**src/rtl/uart_crc_rx_if.sv**
```systemverilog
// Handshake bundle between uart_crc_rx and its consumer: the received word,
// its CRC/framing status, and valid/ready.
interface uart_crc_rx_if #(
    parameter int unsigned DATA_W = 8
);
    logic [DATA_W-1:0] data;
    logic              crc_err;
    logic              frame_err;
    logic              valid;
    logic              ready;

    modport master (
        output data,
        output crc_err,
        output frame_err,
        output valid,
        input  ready
    );

    modport slave (
        input  data,
        input  crc_err,
        input  frame_err,
        input  valid,
        output ready
    );
endinterface

```
**src/rtl/uart_crc_rx.sv**
```systemverilog
// UART receive deframer: start bit, DATA_W data bits, CRC_W CRC bits and a stop bit.
// Checks the CRC inline and hands out each word with its status over valid/ready.
module uart_crc_rx #(
    parameter int unsigned      DATA_W   = 8,
    parameter int unsigned      CRC_W    = 8,
    parameter logic [CRC_W-1:0] CRC_POLY = CRC_W'(8'h07),
    parameter logic [CRC_W-1:0] CRC_INIT = '0,
    parameter int unsigned      DIV_W    = 16
) (
    input  logic                clk,
    input  logic                rst,
    input  logic                en_i,
    input  logic [DIV_W-1:0]    baud_div_i,
    input  logic                rx_i,
    uart_crc_rx_if.master       out_if,
    output logic                overrun_o,
    output logic                busy_o
);

    localparam int unsigned      IDX_W     = 6;
    localparam logic [IDX_W-1:0] DATA_LAST = IDX_W'(DATA_W - 1);
    localparam logic [IDX_W-1:0] CRC_LAST  = IDX_W'(CRC_W - 1);

    typedef enum logic [2:0] {
        S_IDLE  = 3'd0,
        S_START = 3'd1,
        S_DATA  = 3'd2,
        S_CRC   = 3'd3,
        S_STOP  = 3'd4
    } state_e;

    state_e              state_q;
    logic                rx_meta_q;
    logic                rx_sync_q;
    logic [DIV_W-1:0]    cnt_q;
    logic [DIV_W-1:0]    div_q;
    logic [IDX_W-1:0]    idx_q;
    logic [DATA_W-1:0]   shift_q;
    logic [CRC_W-1:0]    crc_q;
    logic [CRC_W-1:0]    crc_rx_q;
    logic                busy_q;

    logic [DATA_W-1:0]   data_q;
    logic                crc_err_q;
    logic                frame_err_q;
    logic                valid_q;
    logic                overrun_q;

    logic                rx_s;
    logic                sample_s;
    logic                finish_s;
    logic                crc_err_s;
    logic                frame_err_s;

    // One serial CRC step: shift left, fold in the polynomial when the feedback bit is set.
    function automatic logic [CRC_W-1:0] crc_step(input logic [CRC_W-1:0] c, input logic b);
        logic             fb;
        logic [CRC_W-1:0] s;
        fb = c[CRC_W-1] ^ b;
        s  = c << 1;
        return fb ? (s ^ CRC_POLY) : s;
    endfunction

    // LSB-first shift-in: after W samples, bit i holds the i-th received bit.
    function automatic logic [DATA_W-1:0] shift_data(input logic [DATA_W-1:0] v, input logic b);
        logic [DATA_W-1:0] t;
        t           = v >> 1;
        t[DATA_W-1] = b;
        return t;
    endfunction

    function automatic logic [CRC_W-1:0] shift_crc(input logic [CRC_W-1:0] v, input logic b);
        logic [CRC_W-1:0] t;
        t          = v >> 1;
        t[CRC_W-1] = b;
        return t;
    endfunction

    assign rx_s = rx_sync_q;

    // Sample-point decode and end-of-frame status.
    always_comb begin
        sample_s    = (cnt_q == (div_q >> 1));
        finish_s    = (state_q == S_STOP) && sample_s;
        crc_err_s   = (crc_rx_q != crc_q);
        frame_err_s = !rx_s;
    end

    // Two-flop synchroniser for the asynchronous serial pin, idling high.
    always_ff @(posedge clk) begin
        if (rst) begin
            rx_meta_q <= 1'b1;
            rx_sync_q <= 1'b1;
        end else begin
            rx_meta_q <= rx_i;
            rx_sync_q <= rx_meta_q;
        end
    end

    // Receive FSM with bit timing, data/CRC shift registers and running CRC.
    always_ff @(posedge clk) begin
        if (rst) begin
            state_q  <= S_IDLE;
            cnt_q    <= '0;
            div_q    <= '0;
            idx_q    <= '0;
            shift_q  <= '0;
            crc_q    <= '0;
            crc_rx_q <= '0;
            busy_q   <= 1'b0;
        end else begin
            if (state_q == S_IDLE || cnt_q == div_q) begin
                cnt_q <= '0;
            end else begin
                cnt_q <= cnt_q + DIV_W'(1);
            end

            case (state_q)
                S_IDLE: begin
                    if (en_i && !rx_s) begin
                        state_q <= S_START;
                        div_q   <= baud_div_i;
                        busy_q  <= 1'b1;
                    end
                end
                S_START: begin
                    if (sample_s) begin
                        if (rx_s) begin
                            state_q <= S_IDLE;
                            busy_q  <= 1'b0;
                        end else begin
                            state_q <= S_DATA;
                            crc_q   <= CRC_INIT;
                            idx_q   <= '0;
                        end
                    end
                end
                S_DATA: begin
                    if (sample_s) begin
                        shift_q <= shift_data(shift_q, rx_s);
                        crc_q   <= crc_step(crc_q, rx_s);
                        if (idx_q == DATA_LAST) begin
                            state_q <= S_CRC;
                            idx_q   <= '0;
                        end else begin
                            idx_q <= idx_q + IDX_W'(1);
                        end
                    end
                end
                S_CRC: begin
                    if (sample_s) begin
                        crc_rx_q <= shift_crc(crc_rx_q, rx_s);
                        if (idx_q == CRC_LAST) begin
                            state_q <= S_STOP;
                            idx_q   <= '0;
                        end else begin
                            idx_q <= idx_q + IDX_W'(1);
                        end
                    end
                end
                S_STOP: begin
                    // Leave on the stop sample so a start bit is seen from the next cycle.
                    if (sample_s) begin
                        state_q <= S_IDLE;
                        busy_q  <= 1'b0;
                    end
                end
                default: begin
                    state_q <= S_IDLE;
                    busy_q  <= 1'b0;
                end
            endcase
        end
    end

    // Output holding register with valid/ready handshake and overrun reporting.
    always_ff @(posedge clk) begin
        if (rst) begin
            data_q      <= '0;
            crc_err_q   <= 1'b0;
            frame_err_q <= 1'b0;
            valid_q     <= 1'b0;
            overrun_q   <= 1'b0;
        end else begin
            overrun_q <= 1'b0;
            if (finish_s && (!valid_q || out_if.ready)) begin
                data_q      <= shift_q;
                crc_err_q   <= crc_err_s;
                frame_err_q <= frame_err_s;
                valid_q     <= 1'b1;
            end else if (finish_s) begin
                overrun_q <= 1'b1;
            end else if (valid_q && out_if.ready) begin
                valid_q <= 1'b0;
            end
        end
    end

    assign out_if.data      = data_q;
    assign out_if.crc_err   = crc_err_q;
    assign out_if.frame_err = frame_err_q;
    assign out_if.valid     = valid_q;
    assign overrun_o        = overrun_q;
    assign busy_o           = busy_q;

endmodule

```
**src/flat_wrapper.sv**
```systemverilog
// flat-port wrapper written by rule: the top's interface ports become plain ports
module uart_crc_rx_flat 
#(
    parameter int unsigned      DATA_W   = 8,
    parameter int unsigned      CRC_W    = 8,
    parameter logic [CRC_W-1:0] CRC_POLY = CRC_W'(8'h07),
    parameter logic [CRC_W-1:0] CRC_INIT = '0,
    parameter int unsigned      DIV_W    = 16
)
  (clk, rst, en_i, baud_div_i, rx_i, overrun_o, busy_o, out_if_data, out_if_crc_err, out_if_frame_err, out_if_valid, out_if_ready);
  uart_crc_rx_if #(.DATA_W(DATA_W)) out_if_i ();
  input  logic clk;
  input  logic rst;
  input  logic en_i;
  input  logic [DIV_W-1:0] baud_div_i;
  input  logic rx_i;
  output logic overrun_o;
  output logic busy_o;
  output wire logic [$bits(out_if_i.data)-1:0] out_if_data;
  output wire logic [$bits(out_if_i.crc_err)-1:0] out_if_crc_err;
  output wire logic [$bits(out_if_i.frame_err)-1:0] out_if_frame_err;
  output wire logic [$bits(out_if_i.valid)-1:0] out_if_valid;
  input wire logic [$bits(out_if_i.ready)-1:0] out_if_ready;
  assign out_if_data = out_if_i.data;
  assign out_if_crc_err = out_if_i.crc_err;
  assign out_if_frame_err = out_if_i.frame_err;
  assign out_if_valid = out_if_i.valid;
  assign out_if_i.ready = out_if_ready;
  uart_crc_rx #(.DATA_W(DATA_W), .CRC_W(CRC_W), .CRC_POLY(CRC_POLY), .CRC_INIT(CRC_INIT), .DIV_W(DIV_W)) u_core (.clk(clk), .rst(rst), .en_i(en_i), .baud_div_i(baud_div_i), .rx_i(rx_i), .out_if(out_if_i), .overrun_o(overrun_o), .busy_o(busy_o));
endmodule
```
**config.mk**
```make
export PLATFORM = sky130hd
export DESIGN_NAME = uart_crc_rx_flat
export DESIGN_NICKNAME = d
export VERILOG_FILES = /design/src/rtl/uart_crc_rx_if.sv /design/src/rtl/uart_crc_rx.sv /design/src/flat_wrapper.sv
export SDC_FILE = /design/constraint.sdc
export NUM_CORES = 1
export LEC_CHECK = 0
export ABC_AREA = 1
export BUFFER_PORTS_ARGS = -buffer_cell sky130_fd_sc_hd__buf_2
export CAP_MARGIN = 20
export CORE_ASPECT_RATIO = 1.75
export CORE_MARGIN = 4
export CORE_UTILIZATION = 60
export DETAILED_ROUTE_END_ITERATION = 10
export HOLD_SLACK_MARGIN = 0.12
export MAX_ROUTING_LAYER = met4
export PLACE_DENSITY = 0.82
export RECOVER_POWER = 50
export SYNTH_ARGS = -nofsm -noshare
export SYNTH_HDL_FRONTEND = slang
export SYNTH_SLANG_ARGS = --single-unit
```
**constraint.sdc**
```tcl
create_clock -name clk -period 4.95 [get_ports clk]
set_clock_uncertainty 0.15 [all_clocks]
set_input_delay 0.99 -clock clk [delete_from_list [all_inputs] [get_ports clk]]
set_output_delay 0.99 -clock clk [all_outputs]
set_load 0.01 [all_outputs]
```
==> impl_metrics.ini <==
[route]
wl_per_cell_um = 12.9
dr.pass1.iters = 6
avgViaCountPerCell = 5.23
antenna_left = 0
drt_first_iter_violations = 195
num_vias = 3334
routed_wl_mm = 8.24
drc_errors = 0

[clock_tree]
cts_tree = yes
cts_root_buf = clkbuf_8
hold_buffers = 0
cts_resized = 0
clock_sinks = 80
cts_max_path_buffers = 2
post_cts_buffers = 0
path_clk_slew_ns = 0.08
cts_buffers = 9
insertion_delay_ns = 0.36
htreeDepth = 3

[synth]
avgSynthCellArea_sq_um = 7.12
synth_edf_count = 0
synth-adder-area-share_pct = 0.666
ys.flop_type = dfxtp_1
synth_top_family_by_area = simple AND/OR/NAND/NOR gates
ys_seq_area_share_pct = 42.7
async_flop_share_pct = 0
synth-compound-area-share_pct = 11.9
synth.area.mux_share_pct = 0
synth_nets = 550
synth.ff_latch_count = 80
syn_inst = 527
synth_xor_area_share_pct = 7.23
yosysUniqueCellTypes = 32
syn_area_sq_um = 3750
yosysWarningCount = 0
synthSimpleGateAreaFrac_pct = 29.2

[floorplanning]
start_util_pct = 62.9
ios = 34
floorplan.rows = 37
dieArea_sq_um = 7640
fp.dieH_um = 113
die_w_um = 67.8
core_region_area_sq_um = 5970

[setup_path]
critPathArrivalTime_ns = 2.91
r2r-start = u_core.div_q[5]$_SDFFE_PP0P_
start_kind = input port
rr_worst_depth = 11
cp-end-kind = register
r2r-end = u_core.crc_q[1]$_SDFFE_PP0P_
crit_type = input port to register
r2r_setup_slack_ns = 2.49
critPathMaxFanout = 33
crit_required_ns = 5.03

[pwr]
switching_power_uw = 549
pwr-share-seq_pct = 47.8
clkPwrFrac_pct = 27.6
switching_share_pct = 34.9
pwr-share-comb_pct = 24.6
power_uw = 1570
p_leak_uw = 0.00161
powerDensity_nw_per_um2 = 386
max-vdd-ir-drop_uv = 284
p_int_uw = 1020

[timing]
finalHoldViolCount = 0
fmax_ghz = 0.354
setup_ws_ns = 2.13
tightestPinTransition_ns = 1.31
maxSlewViolCount = 0
fin_crit_sh_pct = 57.0
fin_setup_tns_ns = 0
slew-limit-headroom_pct = 12.5
rsz0062_at_grt = no
finalCriticalPeriod_ns = 2.82
setup_viol = 0

[place]
hpwl_mm = 6.03
place.port_buffers = 33
place.gp.congestion = 0.910
place_inst = 622
dp_slack_ns = 2.23

[grt]
track_usage_pct = 24.7
grt_pass1_vias = 3244
antenna_found_initial = 0
grt_start_max_net_pins = 34
grt.overflow.total = 0
grt_pass1_wl_mm = 14.1

[cells_and_area]
layout.nets = 578
fillers = 536
insertedDiodeCount = 0
drive_gt1_share_pct = 9.84
syn2layout_area_growth_pct = 8.46
post-route-util_pct = 68.2
final_cell_count_no_fill = 637

[min_path]
hold_end = u_core.rx_s$_SDFF_PP1_
hold_path_class = register to register
hold_start = u_core.rx_meta_q$_SDFF_PP1_
hold_path_depth = 1

[flow_run]
max_cap_violations = 0

[run_status]
status = finished, final reports clean
-- worst max path at each step --
| stage | startpoint | to | slack, ns | cells past startpoint |
|---|---|---|---|---|
| 2_1_floorplan | en_i | u_core.div_q[11]$_SDFFE_PP0P_ | 2.94 | 6 |
| 3_3_place_gp | rst | u_core.cnt_q[13]$_SDFF_PP0_ | 2.27 | 5 |
| 3_5_place_dp | rst | u_core.cnt_q[2]$_SDFF_PP0_ | 2.23 | 5 |
| 4_1_cts | rst | u_core.cnt_q[2]$_SDFF_PP0_ | 2.61 | 5 |
| 5_1_grt | rst | u_core.cnt_q[14]$_SDFF_PP0_ | 1.82 | 5 |
| 6_report | rst | u_core.cnt_q[1]$_SDFF_PP0_ | 2.13 | 5 |
-- logic make-up (layout without fill, tap and decap cells) --
family | count (synthesis) | after routing
compound gates | 84 | 84
simple gates | 255 | 255
buf+inv | 75 | 107
fa+ha+maj | 2 | 2
flops | 80 | 80
xor+xnor | 31 | 31
-- Yosys cell counts, types with 2 or more instances --
master / instances / area share [%]
a21oi_1: 48 / 6.4
buf_2: 3 / 0.40
buf_4: 3 / 0.60
buf_6: 2 / 0.60
clkbuf_1: 9 / 0.90
dfxtp_1: 80 / 43
ha_1: 2 / 0.67
inv_1: 49 / 4.9
inv_2: 8 / 0.80
nand2_1: 120 / 12
nand2_2: 2 / 0.33
nand3_1: 30 / 4.0
nand4_1: 6 / 1.0
nor2_1: 72 / 7.2
nor2_2: 4 / 0.67
nor2_4: 2 / 0.60
nor3_1: 11 / 1.5
o21ai_0: 27 / 3.6
o21ai_1: 3 / 0.40
o21bai_1: 2 / 0.40
or2_2: 4 / 0.67
xnor2_1: 17 / 4.0
xor2_1: 14 / 3.3
-- state kept, by name (all words and copies together) (netlist names) --
register	count
u_core.crc_q	8
u_core.overrun_o	1
u_core.busy_o	1
u_core.cnt_q	16
u_core.div_q	16
u_core.crc_rx_q	8
u_core.state_q	3
u_core.shift_q	8
u_core.rx_s	1
u_core.rx_meta_q	1
u_core.idx_q	6
u_core.out_if.data	8
u_core.out_if.frame_err	1
u_core.out_if.crc_err	1
u_core.out_if.valid	1
-- cells in the final DEF, fill, tap and decap left out, types with 11 or more instances in the layout --
master / Yosys / layout
clkbuf_1: 9 / 15
nand2_1: 120 / 122
xnor2_1: 17 / 17
clkbuf_8: 0 / 11
a21oi_1: 48 / 48
inv_1: 49 / 50
nand3_1: 30 / 30
nor3_1: 11 / 11
buf_2: 3 / 19
o21ai_0: 27 / 29
xor2_1: 14 / 14
dfxtp_1: 80 / 80
nor2_1: 72 / 72
-- power groups by stage --
stage | Combinational (uW) | Sequential (uW) | Clock, uW
2_1_floorplan | 319 | 752 | 0
3_3_place_gp | 382 | 761 | 0
3_5_place_dp | 395 | 764 | 0
4_1_cts | 398 | 750 | 440
5_1_grt | 436 | 760 | 469
6_report | 387 | 751 | 435
-- area by class of cell --
cell class	count	area [sq um]	area share, %
multi-input cells	372	1830	44.9
flip-flops and latches	80	1600	39.3
inverters	58	218	5.35
clock buffers	12	155	3.81
repair buffers	34	155	3.81
well taps	78	97.6	2.40
clock inverters	3	17.5	0.430
-- critical path, cell delays in order --
cell and delay, ns:
clkbuf_1 0.94, inv_1 0.09, buf_4 0.28, nand3_1 0.51, nor2_1 0.09
-- through the flow --
stage                     area (sq um)  hold WS (ns)
final                             4070         0.267
after global routing              4070         0.300
after CTS                         4100         0.273
after detailed placement          3930         0.256
after global placement            3930         0.250
after floorplan                   3750         0.239
-- routing by layer --
metal | part of all wire [%] | global-route usage, % | wire, um
met5 | 0 | - | 0
met1 | 38 | 24.6 | 3110
met3 | 3.1 | 3.80 | 252
met4 | 3.8 | 13.4 | 309
met2 | 55 | 44.1 | 4560
Note: power is estimated with default switching activity, not from simulation.
